## config.mk

```make
export PLATFORM = sky130hd
export DESIGN_NAME = cpu_branch_predictor
export DESIGN_NICKNAME = d
export VERILOG_FILES = /design/src/rtl/cpu_branch_predictor_pkg.sv /design/src/rtl/cpu_branch_counter_update.sv /design/src/rtl/cpu_branch_predictor.sv
export SDC_FILE = /design/constraint.sdc
export NUM_CORES = 1
export LEC_CHECK = 0
export BUFFER_PORTS_ARGS = -buffer_cell sky130_fd_sc_hd__buf_2
export CORE_ASPECT_RATIO = 0.9
export CORE_MARGIN = 8
export CORE_UTILIZATION = 55
export DETAILED_ROUTE_END_ITERATION = 16
export PLACE_DENSITY = 0.77
export REMOVE_ABC_BUFFERS = 1
export SYNTH_ARGS = -nofsm -noshare
export SYNTH_HDL_FRONTEND = slang
export SYNTH_SLANG_ARGS = --single-unit
```

## constraint.sdc

```tcl
create_clock -name clk -period 5.2 [get_ports clk]
set_clock_uncertainty 0.05 [all_clocks]
set_input_delay 0.26 -clock clk [delete_from_list [all_inputs] [get_ports clk]]
set_output_delay 0.26 -clock clk [all_outputs]
set_load 0.1 [all_outputs]
```

## src/rtl/cpu_branch_predictor_pkg.sv

```systemverilog
// Shared types and encodings for the branch history table: 2-bit counter values
// and the predictor's sweep/run state.
package cpu_branch_predictor_pkg;

  typedef logic [1:0] bht_ctr_t;

  localparam bht_ctr_t BHT_STRONG_NT = 2'b00;
  localparam bht_ctr_t BHT_WEAK_NT   = 2'b01;
  localparam bht_ctr_t BHT_WEAK_T    = 2'b10;
  localparam bht_ctr_t BHT_STRONG_T  = 2'b11;
  localparam bht_ctr_t BHT_INIT      = BHT_WEAK_NT;

  typedef enum logic {
    ST_INIT = 1'b0,
    ST_RUN  = 1'b1
  } bp_state_e;

endpackage

```

## src/rtl/cpu_branch_counter_update.sv

```systemverilog
// Saturating 2-bit counter step: move toward strong-taken on a taken outcome,
// toward strong-not-taken otherwise.
module cpu_branch_counter_update
  import cpu_branch_predictor_pkg::*;
(
  input  bht_ctr_t ctr_i,
  input  logic     taken_i,
  output bht_ctr_t ctr_o
);

  // NOTE: assigning a default first in always_comb keeps every path driven, so no latch is inferred.
  always_comb begin
    ctr_o = ctr_i;
    if (taken_i) begin
      if (ctr_i != BHT_STRONG_T) ctr_o = ctr_i + 2'd1;
    end else begin
      if (ctr_i != BHT_STRONG_NT) ctr_o = ctr_i - 2'd1;
    end
  end

endmodule

```

## src/rtl/cpu_branch_predictor.sv

```systemverilog
// Direct-mapped BHT of 2-bit saturating counters with a post-reset init sweep,
// registered misprediction pulse and wrapping branch/misprediction statistics.
module cpu_branch_predictor
  import cpu_branch_predictor_pkg::*;
#(
  parameter int INDEX_BITS = 6
) (
  input  logic        clk,
  input  logic        rst,
  output logic        ready,
  input  logic [31:0] pred_pc,
  output logic        pred_taken,
  input  logic        res_valid,
  input  logic [31:0] res_pc,
  input  logic        res_predicted_taken,
  input  logic        res_condition,
  output logic        mispredict,
  output logic        mispredict_taken,
  output logic [31:0] branch_count,
  output logic [31:0] mispredict_count
);

  localparam int ENTRIES = 1 << INDEX_BITS;

  bp_state_e             state_q, state_d;
  logic [INDEX_BITS-1:0] sweep_q, sweep_d;
  bht_ctr_t              bht_q [ENTRIES];

  logic        mispredict_q, mispredict_d;
  logic        mispredict_taken_q, mispredict_taken_d;
  logic [31:0] branch_count_q, branch_count_d;
  logic [31:0] mispredict_count_q, mispredict_count_d;

  logic [INDEX_BITS-1:0] pred_idx, res_idx;
  logic                  run_update;
  bht_ctr_t              ctr_next;
  logic                  unused_pc_bits;

  assign pred_idx       = pred_pc[INDEX_BITS+1:2];
  assign res_idx        = res_pc[INDEX_BITS+1:2];
  assign unused_pc_bits = ^{pred_pc[31:INDEX_BITS+2], pred_pc[1:0],
                            res_pc[31:INDEX_BITS+2], res_pc[1:0]};

  assign run_update = (state_q == ST_RUN) && res_valid;

  cpu_branch_counter_update u_update (
    .ctr_i   (bht_q[res_idx]),
    .taken_i (res_condition),
    .ctr_o   (ctr_next)
  );

  // Sweep one entry per cycle; the pointer wraps back to 0 as RUN is entered.
  always_comb begin
    state_d = state_q;
    sweep_d = sweep_q;
    case (state_q)
      ST_INIT: begin
        sweep_d = sweep_q + 1'b1;
        if (&sweep_q) state_d = ST_RUN;
      end
      default: state_d = ST_RUN;
    endcase
  end

  // NOTE: sequential state uses non-blocking assignments so every register samples pre-edge values.
  always_ff @(posedge clk) begin
    if (rst) begin
      state_q <= ST_INIT;
      sweep_q <= '0;
    end else begin
      state_q <= state_d;
      sweep_q <= sweep_d;
    end
  end

  // NOTE: the table has no reset branch; the INIT sweep initialises it, keeping it a plain register array.
  always_ff @(posedge clk) begin
    if (!rst) begin
      if (state_q == ST_INIT) bht_q[sweep_q] <= BHT_INIT;
      else if (run_update)    bht_q[res_idx] <= ctr_next;
    end
  end

  always_comb begin
    mispredict_d       = 1'b0;
    mispredict_taken_d = mispredict_taken_q;
    branch_count_d     = branch_count_q;
    mispredict_count_d = mispredict_count_q;
    if (run_update) begin
      branch_count_d = branch_count_q + 32'd1;
      if (res_predicted_taken != res_condition) begin
        mispredict_d       = 1'b1;
        mispredict_taken_d = res_condition;
        mispredict_count_d = mispredict_count_q + 32'd1;
      end
    end
  end

  always_ff @(posedge clk) begin
    if (rst) begin
      mispredict_q       <= 1'b0;
      mispredict_taken_q <= 1'b0;
      branch_count_q     <= '0;
      mispredict_count_q <= '0;
    end else begin
      mispredict_q       <= mispredict_d;
      mispredict_taken_q <= mispredict_taken_d;
      branch_count_q     <= branch_count_d;
      mispredict_count_q <= mispredict_count_d;
    end
  end

  assign ready            = (state_q == ST_RUN);
  assign pred_taken       = ready & bht_q[pred_idx][1];
  assign mispredict       = mispredict_q;
  assign mispredict_taken = mispredict_taken_q;
  assign branch_count     = branch_count_q;
  assign mispredict_count = mispredict_count_q;

endmodule

```

==> impl_results.md, run 1 <==
- Status: complete, no violations
- Row count: 44
- WP data required: 5.41 ns
- Htree depth: 1
- Worst Setup SP: res_pc[2]
- Seq/Total Area, Yosys: 0.582
- Slew Limit Fails: 0
- DRC: 0
- Worst-Skew Late Latency: 0.50 ns
- GRT Residual Overflow: 0
- Syn. warnings: 0
- CP Launch Type: primary input
- Crit-path max FO: 40
- Hold buffer count at CTS: 0
- VDD IR max: 246 uV
- Reg2reg end: bht_q[30][1]$_DFFE_PP_
- Antenna violations before repair: 0
- Max cap viols: 0
- Clock buffer count from CTS: 21
- Setup TNS: 0 ns
- Async S/R FF share, synth: 0
- Pwr dens: 321 mW/mm2
- Layout Utilization: 0.643
- Mapped Cells: 732
- Vias per inst: 6.14
- Critical setup path kind: in -> reg
- LEAKAGE: 3.85 nW
- Maximum clock frequency: 285 MHz
- Largest net degree at the start of global routing: 67
- Wire length per cell: 20.7 um
- Cell area after synthesis: 0.00912 mm2
- Final setup vio count: 0
- Mean post-synth cell area: 12.5 um2
- Measured slew at the worst slew-check pin: 1.10 ns
- Critical Path Sink: bht_q[30][1]$_DFFE_PP_
- Nature of the critical path endpoint: flop
- Sequential Area: 0.00531 mm2
- Final Critical Period: 3.51 ns
- Inserted Diodes: 0
- Gr usage total: 0.204
- Reg-to-reg startpoint: bht_q[11][1]$_DFFE_PP_
- DRT iter0 DRCs: 485
- Worst EP arrival: 3.72 ns
- Routed WL: 21.4 mm
- IO Port Bufs: 84
- Starting Density: 0.563
- First-pass GRT wire length: 33.9 mm
- Nets@finish: 887
- Post-CTS Setup Inserts: 0
- Clk slew on worst S/H paths: 0.06 ns
- Final Hold Viols: 0
- Post-route ant nets: 0
- Core area: 0.0162 mm2
- Die height: 138 um
- Register bit total from synthesis: 201
- Synth-to-layout area growth: 14.2%
- Io pins: 137
- Slew margin rel.: 0.261
- Die ar.: 0.0210 mm2
- Hold_ws: 0.0638 ns
- Tcrit/Tclk final: 0.675
- Worst Hold Class: in -> reg
- Pre-Repair DR Iteration Count: 5
- Reg2reg path depth: 7
- Synth Flop Type: edfxtp_1
- Chip Width: 152 um
- Multi-input gate area: 0.00366 mm2
- Post-CTS Resized: 0
- Fraction of layout cells with a size suffix above 1: 0.214
- R2R Setup Slk: 1.99 ns
- RSZ-0062 raised after global routing: false
- Root Buffer Master: clkbuf_16
- Clock tree buffer depth: 3
- Dpl hpwl: 14.7 mm
- Clock tree sinks: 201
- Unique cell type count in the Yosys netlist: 44
- Vias in the first global route: 6347
- CTS tree: done
- Number of synthesized flops with an enable pin: 128
- Fillcell total: 1173
- RD Place Congestion: 0.857
- DR vias: 6365
==> layout by cell type, fill, tap and decap left out, drive strengths merged, types with 12 or more instances in the layout <==
cell,Yosys,layout
nor2,146,146
edfxtp,128,128
buf,15,90
dfxtp,73,73
nand2,52,52
mux4,51,51
xor2,43,43
nand3,32,32
clkbuf,15,25
xnor2,18,18
o21ai,18,18
a21oi,14,14
and4,12,12
nand4,12,12
==> per-stage QoR <==
| step | setup slack, ns | cells | power (W) | instance area (um2) |
|---|---|---|---|---|
| finish | 1.69 | 1036 | 0.00334 | 10400 |
| global route | 1.33 | 1036 | 0.00343 | 10400 |
| global placement | 1.45 | 999 | 0.00185 | 9720 |
| detailed placement | 1.24 | 999 | 0.00186 | 9720 |
| floorplan | 1.23 | 702 | 0.00179 | 8970 |
| CTS | 1.76 | 1036 | 0.00337 | 10400 |
==> where the power goes <==
group / leakage (nW) / total (W) / switching, W / internal (W)
clock network: 0.325 / 0.00152 / 0.000620 / 0.000899
logic: 1.57 / 0.000140 / 0.0000863 / 0.0000541
registers: 1.95 / 0.00169 / 0.00000445 / 0.00168
==> cell type report <==
type / count / area share
clock buffers: 25 / 0.0519
clock inverters: 12 / 0.0149
multi-input cells: 498 / 0.352
flip-flops and latches: 201 / 0.510
repair buffers: 90 / 0.0459
well taps: 207 / 0.0249
inverters: 3 / 0.00108
==> how the worst min path moves through the flow <==
stage                                       start                            end  slack (ns)  cells past startpoint
floorplan                                     rst  branch_count[11]$_SDFFE_PP0P_        0.28                      1
global placement    mispredict_taken$_SDFFE_PP0P_  mispredict_taken$_SDFFE_PP0P_        0.42                      2
detailed placement  mispredict_taken$_SDFFE_PP0P_  mispredict_taken$_SDFFE_PP0P_        0.43                      2
CTS                                           rst               ready$_SDFF_PP0_        0.04                      2
global route                                  rst               ready$_SDFF_PP0_        0.06                      2
finish                                        rst        sweep_q[0]$_SDFFE_PP0N_        0.06                      2
==> synth_stat cells (2+ instances only) <==
cell type  number  area [um2]
and2_1          6        37.5
nor4_1          3        18.8
xnor2_1        18         158
nand2b_1       10        62.6
inv_1           3        11.3
nor3_1         11        55.1
mux4_2         51        1150
o31ai_1         2        15.0
mux2i_1        11         110
nand3b_1        2        15.0
o21ai_0        17        85.1
o22ai_1         5        31.3
nor2_1        146         548
buf_4           6        45.0
and4_1         12         105
dfxtp_1        73        1460
o22a_1          2        17.5
and3_1          8        50.1
a311oi_1        2        17.5
nand4_1        12        75.1
mux2_2          2        22.5
nand2_1        52         195
nor2b_1         8        50.1
ha_1            3        37.5
clkbuf_1       15        56.3
xor2_1         43         377
a2111oi_0       3        26.3
buf_2           7        35.0
a21oi_1        14        70.1
or3_1          10        62.6
edfxtp_1      128        3840
o21a_1          4        30.0
nand3_1        32         160
==> routing by layer <==
| layer | part of all wire | wire length [um] | vias up | track usage |
|---|---|---|---|---|
| li1 | - | - | 2873 | - |
| met1 | 0.40 | 8680 | 3126 | 0.272 |
| met2 | 0.47 | 10200 | 303 | 0.326 |
| met3 | 0.081 | 1750 | 63 | 0.0294 |
| met4 | 0.040 | 852 | 0 | 0.0856 |
| met5 | 0 | 0 | - | 0 |
==> state kept, by name (all words and copies together), names as in the netlist <==
signal,flops
mispredict_count,32
ready,1
sweep_q,6
bht_q,128
branch_count,32
mispredict_taken,1
mispredict,1
==> kinds of logic after synthesis <==
kind of cell | after synthesis | synth area share
muxes | 64 | 0.141
buffers and inverters | 33 | 0.0178
xor gates and xnor gates | 61 | 0.0586
DFF | 201 | 0.582
adders and majority gates | 3 | 0.00412
and+or+nand+nor | 312 | 0.157
AOI/OAI and AO/OA | 58 | 0.0398
==> worst max-delay path: stages <==
cell and delay, ns:
buf_2 0.72, mux4_2 0.39, o22ai_1 0.09, a2111oi_0 0.68, o21ai_0 0.28, a211oi_1 0.33
a31o_2 0.46, buf_4 0.46
Power figures use the tool's default switching activity.
==> run 2, diff against run 1 <==
- CORE_UTILIZATION: 55 -> 52
- clock period: 5.2 -> 2.8 ns (I/O delays scaled with it)
==> run 2 against run 1 <==
Against the previous run:
- the run now ends with setup timing left
- wire length decreased by 2.6%
- sequential power increased by 85%
- register-to-register slack got worse by 1.9 ns
- critical endpoint is now pred_taken
- largest power group unchanged
==> impl_results.md, run 2 (synthesis gave the netlist of run 1 again) <==
- Worst EP arrival: 2.75 ns
- CP Buf/Inv Count: 1
- Crit-path max FO: 2
- Tcrit/Tclk final: 1.05
- Dpl hpwl: 14.3 mm
- Vias per inst: 5.74
- Inserted Diodes: 0
- Htree depth: 1
- Final worst slack: -0.143 ns
- Io pins: 137
- Nature of the critical path endpoint: output pin
- First-pass GRT wire length: 33.4 mm
- Die height: 142 um
- Pwr dens: 566 mW/mm2
- Core area: 0.0174 mm2
- Clock buffer count from CTS: 21
- Post-route ant nets: 0
- CTS tree: done
- Largest net degree at the start of global routing: 64
- VDD IR max: 529 uV
- Status: finished with violations
- IO Port Bufs: 84
- DRT iter0 DRCs: 357
- Sequential Area: 0.00531 mm2
- Most frequent cells in the layout: nor2_1 (146), edfxtp_1 (128), buf_2 (83)
- Failing checks: setup timing
- Routed WL: 20.9 mm
- Pre-CTS setup slack: -0.0158 ns
- Antenna violations before repair: 0
- RD Place Congestion: 0.872
- CP Launch Type: flop
- Worst-Skew Late Latency: 0.50 ns
- Starting Density: 0.525
- Synth-to-layout area growth: 17.4%
- Cell Chain, Critical Path: mux4_2 -> mux4_2 -> mux4_2 -> and2_4 -> buf_12
- Die ar.: 0.0220 mm2
- Final Hold Viols: 0
- Clk slew on worst S/H paths: 0.06 ns
- Clock tree sinks: 201
- Slew margin rel.: 0.574
- R2R Setup Slk: 0.13 ns
- Multi-input gate area: 0.00367 mm2
- Fraction of layout cells with a size suffix above 1: 0.234
- Measured slew at the worst slew-check pin: 0.640 ns
- WP data required: 2.61 ns
- Maximum clock frequency: 340 MHz
- Vias in the first global route: 6298
- Number of cells on the critical path: 5
- Critical setup path kind: reg -> out
- DRC: 0
- Slew Limit Fails: 0
- Pre-Repair DR Iteration Count: 5
- Final Critical Period: 2.94 ns
- Chip Width: 156 um
- CP peak stage delay: 0.52 ns
- Root Buffer Master: clkbuf_16
- GRT Residual Overflow: 0
- Largest register FFs: 128
- Setup TNS: -0.143 ns
- Gr usage total: 0.192
- Slowest-stage cell, CP: mux4_2
- RSZ-0062 raised after global routing: true
- Nets@finish: 913
- Commonest non-fill, non-tap cell in the layout: nor2_1
- Reg2reg path depth: 7
- Row count: 46
- Final setup vio count: 1
- Worst hold path depth: 3
- Most flop-heavy register: bht_q
- Worst Hold Class: in -> reg
- LEAKAGE: 4.01 nW
- CP delay by family, top: multiplexers
- DR vias: 6279
- Clock tree buffer depth: 3
- Wire length per cell: 19.1 um
- Most used cell, CP: mux4_2
- Fillcell total: 1394
- Max cap viols: 0
run 2: changes by cell type in the layout (fill, tap and decap cells not counted), sizes merged:
cell	before	now
clkbuf	25	30
clkinvlp	4	1
bufinv	3	1
dlygate4sd3	0	3
buf	90	113
clkinv	4	2
run 2: per-stage QoR:
| step | instances | cell area (um2) | total power (W) | utilization | hold WS (ns) |
|---|---|---|---|---|---|
| 2_1_floorplan | 702 | 8970 | 0.00332 | - | 0.159 |
| 3_3_place_gp | 1053 | 9990 | 0.00347 | 0.575 | 0.423 |
| 3_5_place_dp | 1053 | 9990 | 0.00347 | 0.575 | 0.444 |
| 4_1_cts | 1092 | 10700 | 0.00610 | 0.615 | 0.0822 |
| 5_1_grt | 1093 | 10700 | 0.00625 | 0.616 | 0.117 |
| 6_report | 1093 | 10700 | 0.00606 | 0.616 | 0.103 |
run 2: timing repair:
action / 4_1_cts / 5_1_grt
hold endpoints to repair: 11 / 0
buffers inserted: 1 / 1
setup endpoints to repair: 1 / 22
hold buffers: 3 / 0
cloned: 0 / 0
pin swaps: 0 / 0
resized for setup: 5 / 1
run 2: power breakdown:
| group | internal [W] | switching [W] |
|---|---|---|
| Sequential | 0.00312 | 0.00000778 |
| Clock | 0.00156 | 0.00108 |
| Combinational | 0.000122 | 0.000162 |
| Total | 0.00481 | 0.00125 |
run 2: metal layers:
layer / part of all wire / GRT usage
met1: 0.41 / 0.249
met2: 0.47 / 0.311
met3: 0.091 / 0.0432
met4: 0.032 / 0.0679
met5: 0 / 0
run 2: final cells by class:
| class | instances | share of cell area |
|---|---|---|
| Sequential cell | 201 | 0.495 |
| Clock inverter | 5 | 0.00526 |
| Tap cell | 240 | 0.0280 |
| Inverter | 3 | 0.00105 |
| Clock buffer | 30 | 0.0554 |
| Timing Repair Buffer | 116 | 0.0720 |
| Multi-Input combinational cell | 498 | 0.343 |
run 2: final timing paths:
path / from / endpoint
worst min register to register: mispredict_count[22]$_SDFFE_PP0P_ / mispredict_count[22]$_SDFFE_PP0P_
worst max-delay path: bht_q[63][1]$_DFFE_PP_ / pred_taken
worst max register to register: bht_q[23][0]$_DFFE_PP_ / bht_q[13][0]$_DFFE_PP_
worst min-delay path: res_condition / mispredict$_SDFF_PP0_
run 2: worst register-to-register path, stage by stage (launching register included):
cell,delay [ns]
edfxtp_1,0.36
mux4_2,0.51
o22ai_1,0.17
a2111oi_0,0.12
a221oi_1,0.53
o21ai_0,0.27
a21oi_4,0.25
buf_12,0.21
